### config.mk
export PLATFORM = sky130hd
export DESIGN_NAME = seq_divider
export DESIGN_NICKNAME = d
export VERILOG_FILES = /design/src/rtl/seq_divider.sv
export SDC_FILE = /design/constraint.sdc
export NUM_CORES = 1
export LEC_CHECK = 0
export CAP_MARGIN = 20
export CORE_UTILIZATION = 45
export CTS_BUF_LIST = sky130_fd_sc_hd__clkbuf_4 sky130_fd_sc_hd__clkbuf_8
export CTS_CLUSTER_SIZE = 16
export DETAILED_ROUTE_END_ITERATION = 6
export DONT_BUFFER_PORTS = 1
export HOLD_SLACK_MARGIN = 0.03
export SYNTH_ARGS = -nofsm -noshare
export SYNTH_HDL_FRONTEND = slang
export SYNTH_SLANG_ARGS = --single-unit
### constraint.sdc
create_clock -name clk -period 4.2 [get_ports clk]
set_input_delay 0.42 -clock clk [delete_from_list [all_inputs] [get_ports clk]]
set_output_delay 0.42 -clock clk [all_outputs]
set_load 0.05 [all_outputs]
### src/rtl/seq_divider.sv
// seq_divider: iterative restoring divider, one quotient bit per falling clock edge.
// Define DIV_FAST_ZERO_EN to skip the iteration phase when the divisor is zero.
module seq_divider #(
    parameter int WIDTH = 32
) (
    input  logic             clk,
    input  logic             reset,
    input  logic             start,
    input  logic             is_signed,
    input  logic [WIDTH-1:0] dividend,
    input  logic [WIDTH-1:0] divisor,
    output logic [WIDTH-1:0] quotient,
    output logic [WIDTH-1:0] remainder,
    output logic             busy,
    output logic             done,
    output logic             div_by_zero
);
`ifdef DIV_FAST_ZERO_EN
    localparam bit FAST_ZERO = 1'b1;
`else
    localparam bit FAST_ZERO = 1'b0;
`endif
    localparam int CW = $clog2(WIDTH);
    typedef enum logic [1:0] {IDLE, RUN, FINISH} state_t;
    state_t state, state_n;
    logic [WIDTH-1:0] dvd, dsr, q, q_fix, r_mag, r_fix;
    logic [WIDTH:0] rem;
    logic [WIDTH+1:0] diff;
    logic [CW-1:0] cnt;
    logic neg_q, neg_r, zero;
    always_ff @(negedge clk)
        state <= reset ? IDLE : state_n;
    always_comb begin
        state_n = state;
        case (state)
            IDLE:    state_n = start ? ((FAST_ZERO && divisor == '0) ? FINISH : RUN) : IDLE;
            RUN:     state_n = (cnt == CW'(WIDTH - 1)) ? FINISH : RUN;
            FINISH:  state_n = IDLE;
            default: state_n = IDLE;
        endcase
    end
    // the extra guard bit keeps the borrow exact; rem[WIDTH] stays 0 between steps
    assign diff  = {rem, dvd[WIDTH-1]} - {2'b00, dsr};
    assign q_fix = neg_q ? -q : q;
    // with the fast path the untouched magnitude is still sitting in dvd
    assign r_mag = (FAST_ZERO && zero) ? dvd : rem[WIDTH-1:0];
    assign r_fix = neg_r ? -r_mag : r_mag;
    always_ff @(negedge clk) begin
        if (reset) begin
            dvd         <= '0;
            dsr         <= '0;
            rem         <= '0;
            q           <= '0;
            cnt         <= '0;
            neg_q       <= 1'b0;
            neg_r       <= 1'b0;
            zero        <= 1'b0;
            quotient    <= '0;
            remainder   <= '0;
            busy        <= 1'b0;
            done        <= 1'b0;
            div_by_zero <= 1'b0;
        end else begin
            case (state)
                IDLE: if (start) begin
                    dvd         <= (is_signed && dividend[WIDTH-1]) ? -dividend : dividend;
                    dsr         <= (is_signed && divisor[WIDTH-1]) ? -divisor : divisor;
                    neg_q       <= is_signed && (dividend[WIDTH-1] ^ divisor[WIDTH-1]);
                    neg_r       <= is_signed && dividend[WIDTH-1];
                    zero        <= divisor == '0;
                    rem         <= '0;
                    q           <= '0;
                    cnt         <= '0;
                    busy        <= 1'b1;
                    done        <= 1'b0;
                    div_by_zero <= 1'b0;
                end
                RUN: begin
                    rem <= diff[WIDTH+1] ? {rem[WIDTH-1:0], dvd[WIDTH-1]} : diff[WIDTH:0];
                    q   <= {q[WIDTH-2:0], ~diff[WIDTH+1]};
                    dvd <= dvd << 1;
                    cnt <= cnt + CW'(1);
                end
                FINISH: begin
                    quotient    <= zero ? '1 : q_fix;
                    remainder   <= r_fix;
                    div_by_zero <= zero;
                    busy        <= 1'b0;
                    done        <= 1'b1;
                end
                default: ;
            endcase
        end
    end
endmodule

==> reports/qor.yml <==
outcome:
  outcome: "finished with violations"
  violations: "negative setup slack"
setup_path:
  worstSetupPathType: "in2reg"
  reg2regPathDepth: 11
  end_kind: "register"
  rr_endpoint: "rem[26]"
  startpoint_type: "input pin"
  arrival_ns: 2.61
  r2r_slack_ns: 0.61
  cp_max_fo: 3
  r2r-start: "rem[19]"
  cp.required_ns: 2.54
clocking:
  h-tree-depth: 2
  clk_path_buf_depth: 3
  path_clk_slew_ns: 0.03
  clk-insertion-delay-late_ns: 0.59
  ctsHoldBuffers: 0
  cts_tree: "built"
  numCtsBuffers: 40
  cts_root_buf: "clkbuf_8"
  clock-sinks: 206
grt:
  grt_max_degree: 143
  track_usage_pct: 22.38
  overflow: 0
  grt_pass1_vias: 10480
  grt_pass1_wl_mm: 48.77
  grt_antenna_before_repair: 0
yosys:
  synth.most_common_cell: "dfxtp_1"
  yosys.area.top_type: "dfxtp_1"
  ys.flop_type: "dfxtp_1"
  synth_common_cells: "206 x dfxtp_1, 167 x nor2_1, 115 x nand2_1"
  synthCells: 1402
  avgSynthCellArea_sq_um: 8.119
  synth_top_area_share_pct: 36.23
  yosys-top-cells-area: "dfxtp_1 36%, xnor2_1 6.2%, nor2_1 5.5%, xor2_1 4.8%, ha_1 4.2%"
  synth_seq_area_share_pct: 36.23
  synth_edf_count: 0
  synth-seq-cells: 206
  synthArstFlopShare_pct: 0
  yosysUniqueCellTypes: 64
  syn_nets: 1509
  syn-cell-area_sq_um: 11380
  yosys_warnings: 0
routing:
  wl_per_cell_um: 15.01
  via_per_inst: 5.501
  wirelength_mm: 29.32
  antenna_left: 0
  via_count: 10750
  drt_iter0_drc: 716
  firstDrtPassIters: 5
  drc: 0
min_path:
  hp-class: "reg2reg"
  hold_start: "dsr[31]"
  hold_end: "dsr[31]"
  whs_path_depth: 2
die:
  rows: 57
  fp.dieH_um: 161.1
  die_width_um: 161.1
  io_pins: 135
  start_util_pct: 46.40
  core_area_sq_um: 24530
  die_area_sq_um: 25940
power_and_ir_drop:
  switching_share_pct: 35.52
  p_leak_nw: 6.116
  combPwrFrac_pct: 17.0
  switchingPower_mw: 2.051
  p_total_mw: 5.773
  ir_drop_uv: 211.1
  power.share.clock_pct: 46.2
  cellInternalPower_mw: 3.722
  pwr-share-seq_pct: 36.8
  p_per_area_nw_per_um2: 429.9
run:
  cap_violations: 0
placed_design:
  dp.final_hpwl_mm: 19.90
  gp_congestion: 0.8478
  dp_slack_ns: -0.6295
  postPlaceCellArea_sq_um: 11860
  port_buffers: 0
timing:
  slew_headroom_pct: 36.48
  finalMaxSlewViolations: 0
  hold_viol_final: 0
  clock_skew_ns: 0.03385
  setup_slack_ns: -0.07894
  rsz0062_at_grt: "yes"
  setup_viol: 5
  tns_ns: -0.1598
  worstMarginPinSlew_ns: 0.9481
cells_and_area:
  syn_to_final_growth_pct: 17.96
  fillers: 2418
  antenna_cells: 0
  final_cell_area_sq_um: 13430
  utilization_pct: 54.73
  drive_above_1_share_pct: 8.098
  fin_nets: 1708
-- cell families after synthesis --
kind of cell | synth area share, %
compound gates | 23.98
buf+inv | 5.012
flops | 36.23
xor+xnor | 11.07
fa+ha+maj | 4.353
simple gates | 18.92
mux | 0.4397
-- how the worst max path moves through the flow --
stage                      startpoint       to  depth (start not counted)
after floorplan           dividend[8]  dvd[29]                          8
after global placement    dividend[8]  dvd[29]                          8
after detailed placement  dividend[8]  dvd[29]                          8
after CTS                 dividend[8]  dvd[29]                          8
after global routing      dividend[8]  dvd[29]                          8
final                     dividend[8]  dvd[29]                          8
-- cell type report --
type / instances / area [sq um] / area share (%)
clock buffer: 40 / 550.5 / 4.100
timing repair buffer: 45 / 370.4 / 2.758
sequential: 206 / 4124 / 30.71
tap: 324 / 405.4 / 3.019
multi-input combinational: 1045 / 6785 / 50.53
clock inverter: 237 / 978.4 / 7.287
inverter: 57 / 214.0 / 1.593
-- timing repair --
action,CTS,global route
resized for setup,1,5
endpoints found under the setup margin,4,7
setup buffers,0,1
pin swaps,0,8
-- metrics by stage --
| stage | hold WS [ns] | instances |
|---|---|---|
| after floorplan | 0.4319 | 1402 |
| after CTS | 0.4608 | 1952 |
| final | 0.4651 | 1954 |
| after global routing | 0.4831 | 1954 |
| after detailed placement | 0.4566 | 1676 |
| after global placement | 0.4411 | 1676 |
-- cell usage in the layout, fill, tap and decap left out, drive strengths merged, types with 6 or more instances in the layout --
cell type	n
nand2b	10
o31ai	29
nor2b	6
a22o	33
nor2	167
or3	9
nand2	116
a21oi	78
clkinvlp	7
buf	45
inv	284
dfxtp	206
a21o	7
o21ai	67
and3	8
o22ai	27
xor2	63
nor3	21
o21bai	7
or4	15
ha	38
a211oi	52
a32oi	8
a222oi	30
xnor2	80
nor4	11
o41ai	16
nand4	6
clkbuf	40
nand3	84
-- power groups by stage --
stage / sequential [mW] / clock (mW) / combinational (mW)
6_report: 2.12 / 2.67 / 0.983
4_1_cts: 2.12 / 2.79 / 0.982
3_3_place_gp: 2.14 / 0.297 / 0.971
5_1_grt: 2.13 / 3.04 / 1.10
3_5_place_dp: 2.15 / 0.297 / 0.977
2_1_floorplan: 2.12 / 0.297 / 0.784
-- state kept, by name, indices dropped and copies added (netlist names) --
signal and cells:
rem 33, dsr 32, dvd 32, q 32
quotient 32, remainder 32, cnt 5, state 2
busy 1, div_by_zero 1, done 1, neg_q 1
neg_r 1, zero 1
-- critical path: stages --
cell and delay [ns]:
or4_4 0.52, or4_4 0.57, nor4_4 0.28, nand2_2 0.12
o41ai_2 0.25, xnor2_1 0.10, a222oi_1 0.30, nor2_1 0.06
-- layer usage --
layer  vias to the layer above  share of wire, %  wire (um)  global-route usage, %
met5                         -                 0          0                      0
met4                         0               1.2        359                  9.863
met3                        33               8.6       2531                  8.834
met2                       336                41      12000                  30.49
met1                      4868                49      14430                  30.82
li1                       5512                 -          -                      -
Power figures use the tool's default switching activity.
